$ cat src/rtl/batchnorm_stream_if.sv
// Stream and parameter-load bundle for batchnorm_stream.
// The master side feeds samples and parameters and consumes results.
// The slave side is the normalisation unit itself.
interface batchnorm_stream_if #(
    parameter int WIDTH = 16,
    parameter int CW    = 6
);
    logic             prm_we;
    logic [CW-1:0]    prm_addr;
    logic [WIDTH-1:0] prm_gamma;
    logic [WIDTH-1:0] prm_beta;

    logic [WIDTH-1:0] x_in;
    logic [CW-1:0]    channel_in;
    logic             valid_in;
    logic             in_ready;

    logic [WIDTH-1:0] y_out;
    logic [CW-1:0]    channel_out;
    logic             valid_out;
    logic             out_ready;
    logic             ch_err;

    modport master (
        output prm_we, prm_addr, prm_gamma, prm_beta,
        output x_in, channel_in, valid_in, out_ready,
        input  in_ready, y_out, channel_out, valid_out, ch_err
    );

    modport slave (
        input  prm_we, prm_addr, prm_gamma, prm_beta,
        input  x_in, channel_in, valid_in, out_ready,
        output in_ready, y_out, channel_out, valid_out, ch_err
    );
endinterface

$ cat src/rtl/batchnorm_stream.sv
// Streaming per-channel batch normalisation with fused ReLU/ReLU6.
// y = act(sat(round(x*gamma[c]) + beta[c])), one element per cycle.
// Gamma/beta live in a runtime-loaded register file.
// Pipeline: S1 operand capture, S2 product, S3a round+bias sum,
// S3b saturate/activate into the output registers (3-cycle latency).
module batchnorm_stream #(
    parameter int WIDTH    = 16,
    parameter int FRAC     = 8,
    parameter int CHANNELS = 48,
    parameter int CW       = $clog2(CHANNELS)
) (
    input  logic        clk,
    input  logic        rst,
    input  logic        en,
    input  logic [1:0]  mode,
    batchnorm_stream_if.slave bus,
    output logic [15:0] sat_count
);
    localparam int PW = 2 * WIDTH;

    localparam logic signed [PW-1:0]    HALF_W = {{(PW-1){1'b0}}, 1'b1} << (FRAC - 1);
    localparam logic signed [PW-1:0]    MAX_W  = {{(PW-WIDTH+1){1'b0}}, {(WIDTH-1){1'b1}}};
    localparam logic signed [PW-1:0]    MIN_W  = {{(PW-WIDTH+1){1'b1}}, {(WIDTH-1){1'b0}}};
    localparam logic signed [PW-1:0]    SIX_W  = {{(PW-3){1'b0}}, 3'b110} << FRAC;
    localparam logic signed [PW-1:0]    CAP_W  = (SIX_W > MAX_W) ? MAX_W : SIX_W;
    localparam logic signed [WIDTH-1:0] MAX_N  = MAX_W[WIDTH-1:0];
    localparam logic signed [WIDTH-1:0] MIN_N  = MIN_W[WIDTH-1:0];
    localparam logic signed [WIDTH-1:0] CAP_N  = CAP_W[WIDTH-1:0];
    localparam logic [WIDTH-1:0]        ONE_N  = {{(WIDTH-1){1'b0}}, 1'b1} << FRAC;
    localparam logic [CW:0]             CH_LIM = (CW+1)'(CHANNELS);

    // parameter file
    logic [WIDTH-1:0] gamma_r [CHANNELS];
    logic [WIDTH-1:0] beta_r  [CHANNELS];

    // handshake and read-port signals
    logic             adv_s;
    logic             rd_ok_s;
    logic             wr_ok_s;
    logic [WIDTH-1:0] g_rd_s;
    logic [WIDTH-1:0] b_rd_s;

    // S1
    logic             v1_r;
    logic             e1_r;
    logic [CW-1:0]    ch1_r;
    logic [WIDTH-1:0] x1_r;
    logic [WIDTH-1:0] g1_r;
    logic [WIDTH-1:0] b1_r;

    // S2
    logic                 v2_r;
    logic                 e2_r;
    logic [CW-1:0]        ch2_r;
    logic signed [PW-1:0] p2_r;
    logic [WIDTH-1:0]     b2_r;

    // S3a
    logic                 v3_r;
    logic                 e3_r;
    logic [CW-1:0]        ch3_r;
    logic signed [PW-1:0] sum3_r;

    // output registers
    logic             valid_out_r;
    logic             ch_err_r;
    logic [CW-1:0]    channel_out_r;
    logic [WIDTH-1:0] y_out_r;
    logic [15:0]      sat_count_r;

    // datapath combinational values
    logic signed [PW-1:0]    prod_s;
    logic signed [PW-1:0]    rnd_s;
    logic signed [PW-1:0]    bext_s;
    logic signed [PW-1:0]    sum_s;
    logic signed [WIDTH-1:0] clip_s;
    logic signed [WIDTH-1:0] act_s;
    logic                    sat_s;
    logic [WIDTH-1:0]        y_fin_s;
    logic                    sat_fin_s;

    assign adv_s   = en && (!valid_out_r || bus.out_ready);
    assign rd_ok_s = ({1'b0, bus.channel_in} < CH_LIM);
    assign wr_ok_s = bus.prm_we && ({1'b0, bus.prm_addr} < CH_LIM);

    assign bus.in_ready    = adv_s;
    assign bus.y_out       = y_out_r;
    assign bus.channel_out = channel_out_r;
    assign bus.valid_out   = valid_out_r;
    assign bus.ch_err      = ch_err_r;
    assign sat_count       = sat_count_r;

    // Parameter file: writes ignore en; out-of-range addresses are dropped.
    always_ff @(posedge clk or posedge rst) begin
        if (rst) begin
            for (int i = 0; i < CHANNELS; i++) begin
                gamma_r[i] <= ONE_N;
                beta_r[i]  <= {WIDTH{1'b0}};
            end
        end else if (wr_ok_s) begin
            gamma_r[bus.prm_addr] <= bus.prm_gamma;
            beta_r[bus.prm_addr]  <= bus.prm_beta;
        end
    end

    // Parameter read for the incoming channel; invalid channels read as zero.
    always_comb begin
        g_rd_s = {WIDTH{1'b0}};
        b_rd_s = {WIDTH{1'b0}};
        if (rd_ok_s) begin
            g_rd_s = gamma_r[bus.channel_in];
            b_rd_s = beta_r[bus.channel_in];
        end else begin
            g_rd_s = {WIDTH{1'b0}};
            b_rd_s = {WIDTH{1'b0}};
        end
    end

    // Arithmetic: full-width product, round-half-up rescale, bias add.
    always_comb begin
        prod_s = PW'($signed(x1_r)) * PW'($signed(g1_r));
        rnd_s  = (p2_r + HALF_W) >>> FRAC;
        bext_s = PW'($signed(b2_r));
        sum_s  = rnd_s + bext_s;
    end

    // Saturation to the data range, then activation and channel-error override.
    always_comb begin
        sat_s  = 1'b0;
        clip_s = sum3_r[WIDTH-1:0];
        if (sum3_r > MAX_W) begin
            clip_s = MAX_N;
            sat_s  = 1'b1;
        end else if (sum3_r < MIN_W) begin
            clip_s = MIN_N;
            sat_s  = 1'b1;
        end else begin
            clip_s = sum3_r[WIDTH-1:0];
            sat_s  = 1'b0;
        end

        act_s = clip_s;
        case (mode)
            2'd1: begin
                if (clip_s < $signed({WIDTH{1'b0}})) begin
                    act_s = {WIDTH{1'b0}};
                end else begin
                    act_s = clip_s;
                end
            end
            2'd2: begin
                if (clip_s < $signed({WIDTH{1'b0}})) begin
                    act_s = {WIDTH{1'b0}};
                end else if (clip_s > CAP_N) begin
                    act_s = CAP_N;
                end else begin
                    act_s = clip_s;
                end
            end
            default: act_s = clip_s;
        endcase

        if (e3_r) begin
            y_fin_s   = {WIDTH{1'b0}};
            sat_fin_s = 1'b0;
        end else begin
            y_fin_s   = act_s;
            sat_fin_s = sat_s;
        end
    end

    // All stages shift together on adv; bubbles travel as cleared valids.
    always_ff @(posedge clk or posedge rst) begin
        if (rst) begin
            v1_r          <= 1'b0;
            e1_r          <= 1'b0;
            ch1_r         <= {CW{1'b0}};
            x1_r          <= {WIDTH{1'b0}};
            g1_r          <= {WIDTH{1'b0}};
            b1_r          <= {WIDTH{1'b0}};
            v2_r          <= 1'b0;
            e2_r          <= 1'b0;
            ch2_r         <= {CW{1'b0}};
            p2_r          <= {PW{1'b0}};
            b2_r          <= {WIDTH{1'b0}};
            v3_r          <= 1'b0;
            e3_r          <= 1'b0;
            ch3_r         <= {CW{1'b0}};
            sum3_r        <= {PW{1'b0}};
            valid_out_r   <= 1'b0;
            ch_err_r      <= 1'b0;
            channel_out_r <= {CW{1'b0}};
            y_out_r       <= {WIDTH{1'b0}};
        end else if (adv_s) begin
            v1_r          <= bus.valid_in;
            e1_r          <= !rd_ok_s;
            ch1_r         <= bus.channel_in;
            x1_r          <= bus.x_in;
            g1_r          <= g_rd_s;
            b1_r          <= b_rd_s;
            v2_r          <= v1_r;
            e2_r          <= e1_r;
            ch2_r         <= ch1_r;
            p2_r          <= prod_s;
            b2_r          <= b1_r;
            v3_r          <= v2_r;
            e3_r          <= e2_r;
            ch3_r         <= ch2_r;
            sum3_r        <= sum_s;
            valid_out_r   <= v3_r;
            ch_err_r      <= v3_r && e3_r;
            channel_out_r <= ch3_r;
            y_out_r       <= y_fin_s;
        end
    end

    // Saturation event counter, sticking at all-ones.
    always_ff @(posedge clk or posedge rst) begin
        if (rst) begin
            sat_count_r <= 16'd0;
        end else if (adv_s && v3_r && sat_fin_s && (sat_count_r != 16'hFFFF)) begin
            sat_count_r <= sat_count_r + 16'd1;
        end
    end
endmodule

$ cat src/flat_wrapper.sv
// flat-port wrapper written by rule: the top's interface ports become plain ports
module batchnorm_stream_flat 
#(
    parameter int WIDTH    = 16,
    parameter int FRAC     = 8,
    parameter int CHANNELS = 48,
    parameter int CW       = $clog2(CHANNELS)
)
  (clk, rst, en, mode, sat_count, bus_prm_we, bus_prm_addr, bus_prm_gamma, bus_prm_beta, bus_x_in, bus_channel_in, bus_valid_in, bus_out_ready, bus_in_ready, bus_y_out, bus_channel_out, bus_valid_out, bus_ch_err);
  batchnorm_stream_if #(.WIDTH(WIDTH), .CW(CW)) bus_i ();
  input  logic clk;
  input  logic rst;
  input  logic en;
  input  logic [1:0] mode;
  output logic [15:0] sat_count;
  input wire logic [$bits(bus_i.prm_we)-1:0] bus_prm_we;
  input wire logic [$bits(bus_i.prm_addr)-1:0] bus_prm_addr;
  input wire logic [$bits(bus_i.prm_gamma)-1:0] bus_prm_gamma;
  input wire logic [$bits(bus_i.prm_beta)-1:0] bus_prm_beta;
  input wire logic [$bits(bus_i.x_in)-1:0] bus_x_in;
  input wire logic [$bits(bus_i.channel_in)-1:0] bus_channel_in;
  input wire logic [$bits(bus_i.valid_in)-1:0] bus_valid_in;
  input wire logic [$bits(bus_i.out_ready)-1:0] bus_out_ready;
  output wire logic [$bits(bus_i.in_ready)-1:0] bus_in_ready;
  output wire logic [$bits(bus_i.y_out)-1:0] bus_y_out;
  output wire logic [$bits(bus_i.channel_out)-1:0] bus_channel_out;
  output wire logic [$bits(bus_i.valid_out)-1:0] bus_valid_out;
  output wire logic [$bits(bus_i.ch_err)-1:0] bus_ch_err;
  assign bus_i.prm_we = bus_prm_we;
  assign bus_i.prm_addr = bus_prm_addr;
  assign bus_i.prm_gamma = bus_prm_gamma;
  assign bus_i.prm_beta = bus_prm_beta;
  assign bus_i.x_in = bus_x_in;
  assign bus_i.channel_in = bus_channel_in;
  assign bus_i.valid_in = bus_valid_in;
  assign bus_i.out_ready = bus_out_ready;
  assign bus_in_ready = bus_i.in_ready;
  assign bus_y_out = bus_i.y_out;
  assign bus_channel_out = bus_i.channel_out;
  assign bus_valid_out = bus_i.valid_out;
  assign bus_ch_err = bus_i.ch_err;
  batchnorm_stream #(.WIDTH(WIDTH), .FRAC(FRAC), .CHANNELS(CHANNELS), .CW(CW)) u_core (.clk(clk), .rst(rst), .en(en), .mode(mode), .bus(bus_i), .sat_count(sat_count));
endmodule
$ cat config.mk
export PLATFORM = sky130hd
export DESIGN_NAME = batchnorm_stream_flat
export DESIGN_NICKNAME = d
export VERILOG_FILES = /design/src/rtl/batchnorm_stream_if.sv /design/src/rtl/batchnorm_stream.sv /design/src/flat_wrapper.sv
export SDC_FILE = /design/constraint.sdc
export NUM_CORES = 2
export LEC_CHECK = 0
export CORE_ASPECT_RATIO = 0.75
export CORE_MARGIN = 4
export CORE_UTILIZATION = 51
export DETAILED_ROUTE_END_ITERATION = 12
export HOLD_SLACK_MARGIN = 0.08
export PLACE_DENSITY = 0.67
export SLEW_MARGIN = 10
export SYNTH_ARGS = -nofsm -noshare
export SYNTH_HDL_FRONTEND = slang
export SYNTH_SLANG_ARGS = --single-unit
$ cat constraint.sdc
create_clock -name clk -period 185.7 [get_ports clk]
set_input_delay 55.71 -clock clk [delete_from_list [all_inputs] [get_ports clk]]
set_output_delay 55.71 -clock clk [all_outputs]
set_load 0.005 [all_outputs]
==> results by group <==
Status
  • Status: completed

Drt
  • WL per Instance: 25.7 um
  • Via Count: 50200
  • Final wirelength: 216000 um
  • Initial drt markers: 4051
  • Vias/cell: 5.98
  • Post-DRT Antenna Nets: 0
  • Drt first pass iters: 7
  • DRC: 0

Critical path
  • Critical path capture point type: output port
  • Worst r2r src: u_core.x1_r[15]
  • Reg2Reg Depth: 18
  • Crit Path Class: input port to output port
  • Arr. time, crit path: 58.11 ns
  • Flop2flop setup slack: 178.75 ns
  • Required arrival time at the worst endpoint: 129.99 ns
  • Worst-path fanout max: 82
  • CP startpoint kind: input port
  • R2R Path End: u_core.p2_r[26]

Min path
  • Min-delay src: u_core.e1_r
  • Hold path depth: 2
  • Hold Crit Endpoint: u_core.e2_r
  • Min-Delay Path Class: register to register

Layout
  • Final nets: 6438
  • Layout area overhead: 10.0%
  • FILL cells: 13400
  • Design area: 95700 um^2
  • Final cell count without fillers: 8385
  • Layout cell share with drive strength beyond 1: 0.406

Floorplan
  • Core area: 169000 um^2
  • Num rows: 130
  • Die Y-Extent: 366 um
  • # IOs: 109
  • Initial core utilization: 0.516
  • Total die area: 177000 um^2
  • Die W: 485 um

Synth
  • Synth area leaders: dfrtp_1 (48%), mux2_2 (19%), mux4_2 (12%)
  • Top_reg_cell synth: dfrtp_1
  • Count of unique library cells instantiated by Yosys: 65
  • Sequential-to-total area share from yosys stat: 0.494
  • Post-Syn Instances: 6091
  • Synthesized flop and latch total: 1714
  • Share of the synthesized area in the top cell type: 0.479
  • Asr flop ratio synth: 1.00
  • Commonest cells post-synth: dfrtp_1 (1666), mux2_2 (1502), mux4_2 (480)
  • Synth area leader: dfrtp_1
  • Warnings from Yosys: 0
  • Top-count cell post-synth: dfrtp_1
  • Avg Cell Area, Syn: 14.3 um^2
  • Syn_nets: 6528
  • EDFF count, synth: 0
  • Post-Syn Area: 87000 um^2

CTS
  • Worst-Skew Late Latency: 0.81 ns
  • PostCTS Resize Cnt: 0
  • Hold-fix buffers at CTS: 0
  • TritonCTS Buffers: 167
  • CTS clk-pin slew, worst paths: 0.07 ns
  • CTS tree: done
  • # clock sinks: 1714
  • Post-CTS setup buffers: 0
  • H-tree levels: 4
  • Max Buffers Root-to-Sink: 3
  • CTS Root Cell: clkbuf_16

Timing
  • Final setup vio count: 0
  • Min Tclk post-route: 113.82 ns
  • WHS: 0.466 ns
  • Endpoints failing hold: 0
  • Clock Skew: 0.0236 ns
  • Max frequency: 8.79 MHz
  • Final worst setup slack: 71.88 ns
  • Ratio of final minimum period to clock period: 0.613
  • Slew @ Worst Pin: 1.24 ns
  • RSZ-0062 raised after global routing: false
  • Max-slew headroom: 0.169
  • Final Max Slew Viols: 0
  • Setup TNS Final: 0 ns

Power
  • Clock power share: 0.322
  • Switching share of power: 0.301
  • Comb pwr share: 0.245
  • Worst ir drop on vdd: 0.00000854 V
  • Leak Pwr: 45.3 nW
  • P per Cell Area: 11.2 nW/um^2
  • Reg power frac: 0.432
  • Switch Pwr: 0.321 mW
  • Int Pwr: 0.748 mW

Global routing
  • Largest net degree at the start of global routing: 124
  • Vias in the first global route: 52600
  • Initial antenna violation count: 2
  • First-pass GRT wire length: 334000 um
  • Remaining Overflow, GRT: 0
  • Total GRT Usage: 0.246

Placed design
  • RePlAce Congestion: 0.888
  • Dpl hpwl: 132000 um
  • Number of port buffers: 108
  • Placed Instances: 8076
  • Dpl cell area: 90200 um^2
  • Dpl ws: 71.82 ns

Job
  • # Max-Cap Violations: 0
[power groups by stage]
stage | registers (mW) | logic (mW) | clock network (mW)
6_report | 0.462 | 0.262 | 0.345
5_1_grt | 0.468 | 0.294 | 0.368
4_1_cts | 0.461 | 0.262 | 0.352
3_5_place_dp | 0.468 | 0.261 | 0
3_3_place_gp | 0.465 | 0.254 | 0
2_1_floorplan | 0.456 | 0.195 | 0
[how the worst max path moves through the flow]
stage | start | endpoint | depth (start not counted) | slack, ns
floorplan | bus_out_ready | bus_in_ready | 4 | 73.42
global placement | en | bus_in_ready | 6 | 71.81
detailed placement | en | bus_in_ready | 6 | 71.82
CTS | en | bus_in_ready | 6 | 71.82
global route | bus_out_ready | bus_in_ready | 6 | 71.71
finish | en | bus_in_ready | 6 | 71.88
[cells by family (layout without fill, tap and decap cells)]
kind of cell               after synthesis  in the layout  synth area share
adders and majority gates              369            369            0.0757
AOI/OAI and AO/OA                      244            244            0.0170
muxes                                 2053           2053             0.327
xor gates and xnor gates                90             90           0.00906
and+or+nand+nor                        816            816            0.0420
DFF                                   1714           1714             0.494
other                                    0              3                 0
buffers and inverters                  805            852            0.0355
[area by class of cell]
type | instances | area, um^2 | share of cell area
Sequential cell | 1714 | 43000 | 0.449
Multi-Input combinational cell | 3572 | 41200 | 0.430
Inverter | 310 | 1170 | 0.0122
Antenna cell | 3 | 7.51 | 0.0000784
Timing Repair Buffer | 236 | 2080 | 0.0218
Clock inverter | 58 | 622 | 0.00650
Clock buffer | 248 | 4920 | 0.0514
Tap cell | 2244 | 2810 | 0.0293
[state kept, by name, summed over array words and instances (netlist names)]
| register | cells |
|---|---|
| u_core.ch3_r | 6 |
| u_core.e3_r | 1 |
| u_core.v1_r | 1 |
| u_core.v3_r | 1 |
| u_core.beta_r | 768 |
| u_core.bus.valid_out | 1 |
| u_core.bus.channel_out | 6 |
| u_core.v2_r | 1 |
| u_core.x1_r | 16 |
| u_core.g1_r | 16 |
| u_core.e2_r | 1 |
| u_core.p2_r | 25 |
| u_core.ch1_r | 6 |
| u_core.bus.ch_err | 1 |
| u_core.e1_r | 1 |
| u_core.gamma_r | 768 |
| u_core.b2_r | 16 |
| u_core.ch2_r | 6 |
| u_core.bus.y_out | 16 |
| u_core.sum3_r | 25 |
| u_core.b1_r | 16 |
| u_core.sat_count | 16 |
[per-stage QoR]
stage	total power, mW	utilization
after floorplan	0.650	-
after global placement	0.719	0.535
after detailed placement	0.728	0.535
after CTS	1.08	0.568
after global routing	1.13	0.568
final	1.07	0.568
[per-layer routing]
| metal | GRT usage | part of all wire |
|---|---|---|
| met2 | 0.364 | 0.45 |
| met5 | 0 | 0 |
| met4 | 0.0533 | 0.019 |
| met3 | 0.0455 | 0.060 |
| met1 | 0.381 | 0.47 |
[placed cells by master, fill, tap and decap left out, types with 45 or more instances in the layout]
| master | n |
|---|---|
| fa_1 | 262 |
| and2_1 | 119 |
| xnor2_1 | 57 |
| inv_1 | 308 |
| a21oi_1 | 63 |
| o21ai_1 | 45 |
| dfrtp_1 | 1666 |
| nand2_1 | 443 |
| mux4_2 | 480 |
| nor2_1 | 88 |
| buf_4 | 126 |
| clkdlybuf4s50_1 | 101 |
| clkbuf_16 | 168 |
| mux2_2 | 1502 |
| dfstp_2 | 48 |
| o21ai_0 | 59 |
| ha_1 | 107 |
[critical path, cell delays in order]
cell             delay [ns]
clkdlybuf4s50_1        0.51
o21ai_4                0.06
buf_4                  0.30
clkinv_2               0.11
buf_4                  0.71
clkdlybuf4s50_1        0.65
Note: power is estimated with default switching activity, not from simulation.
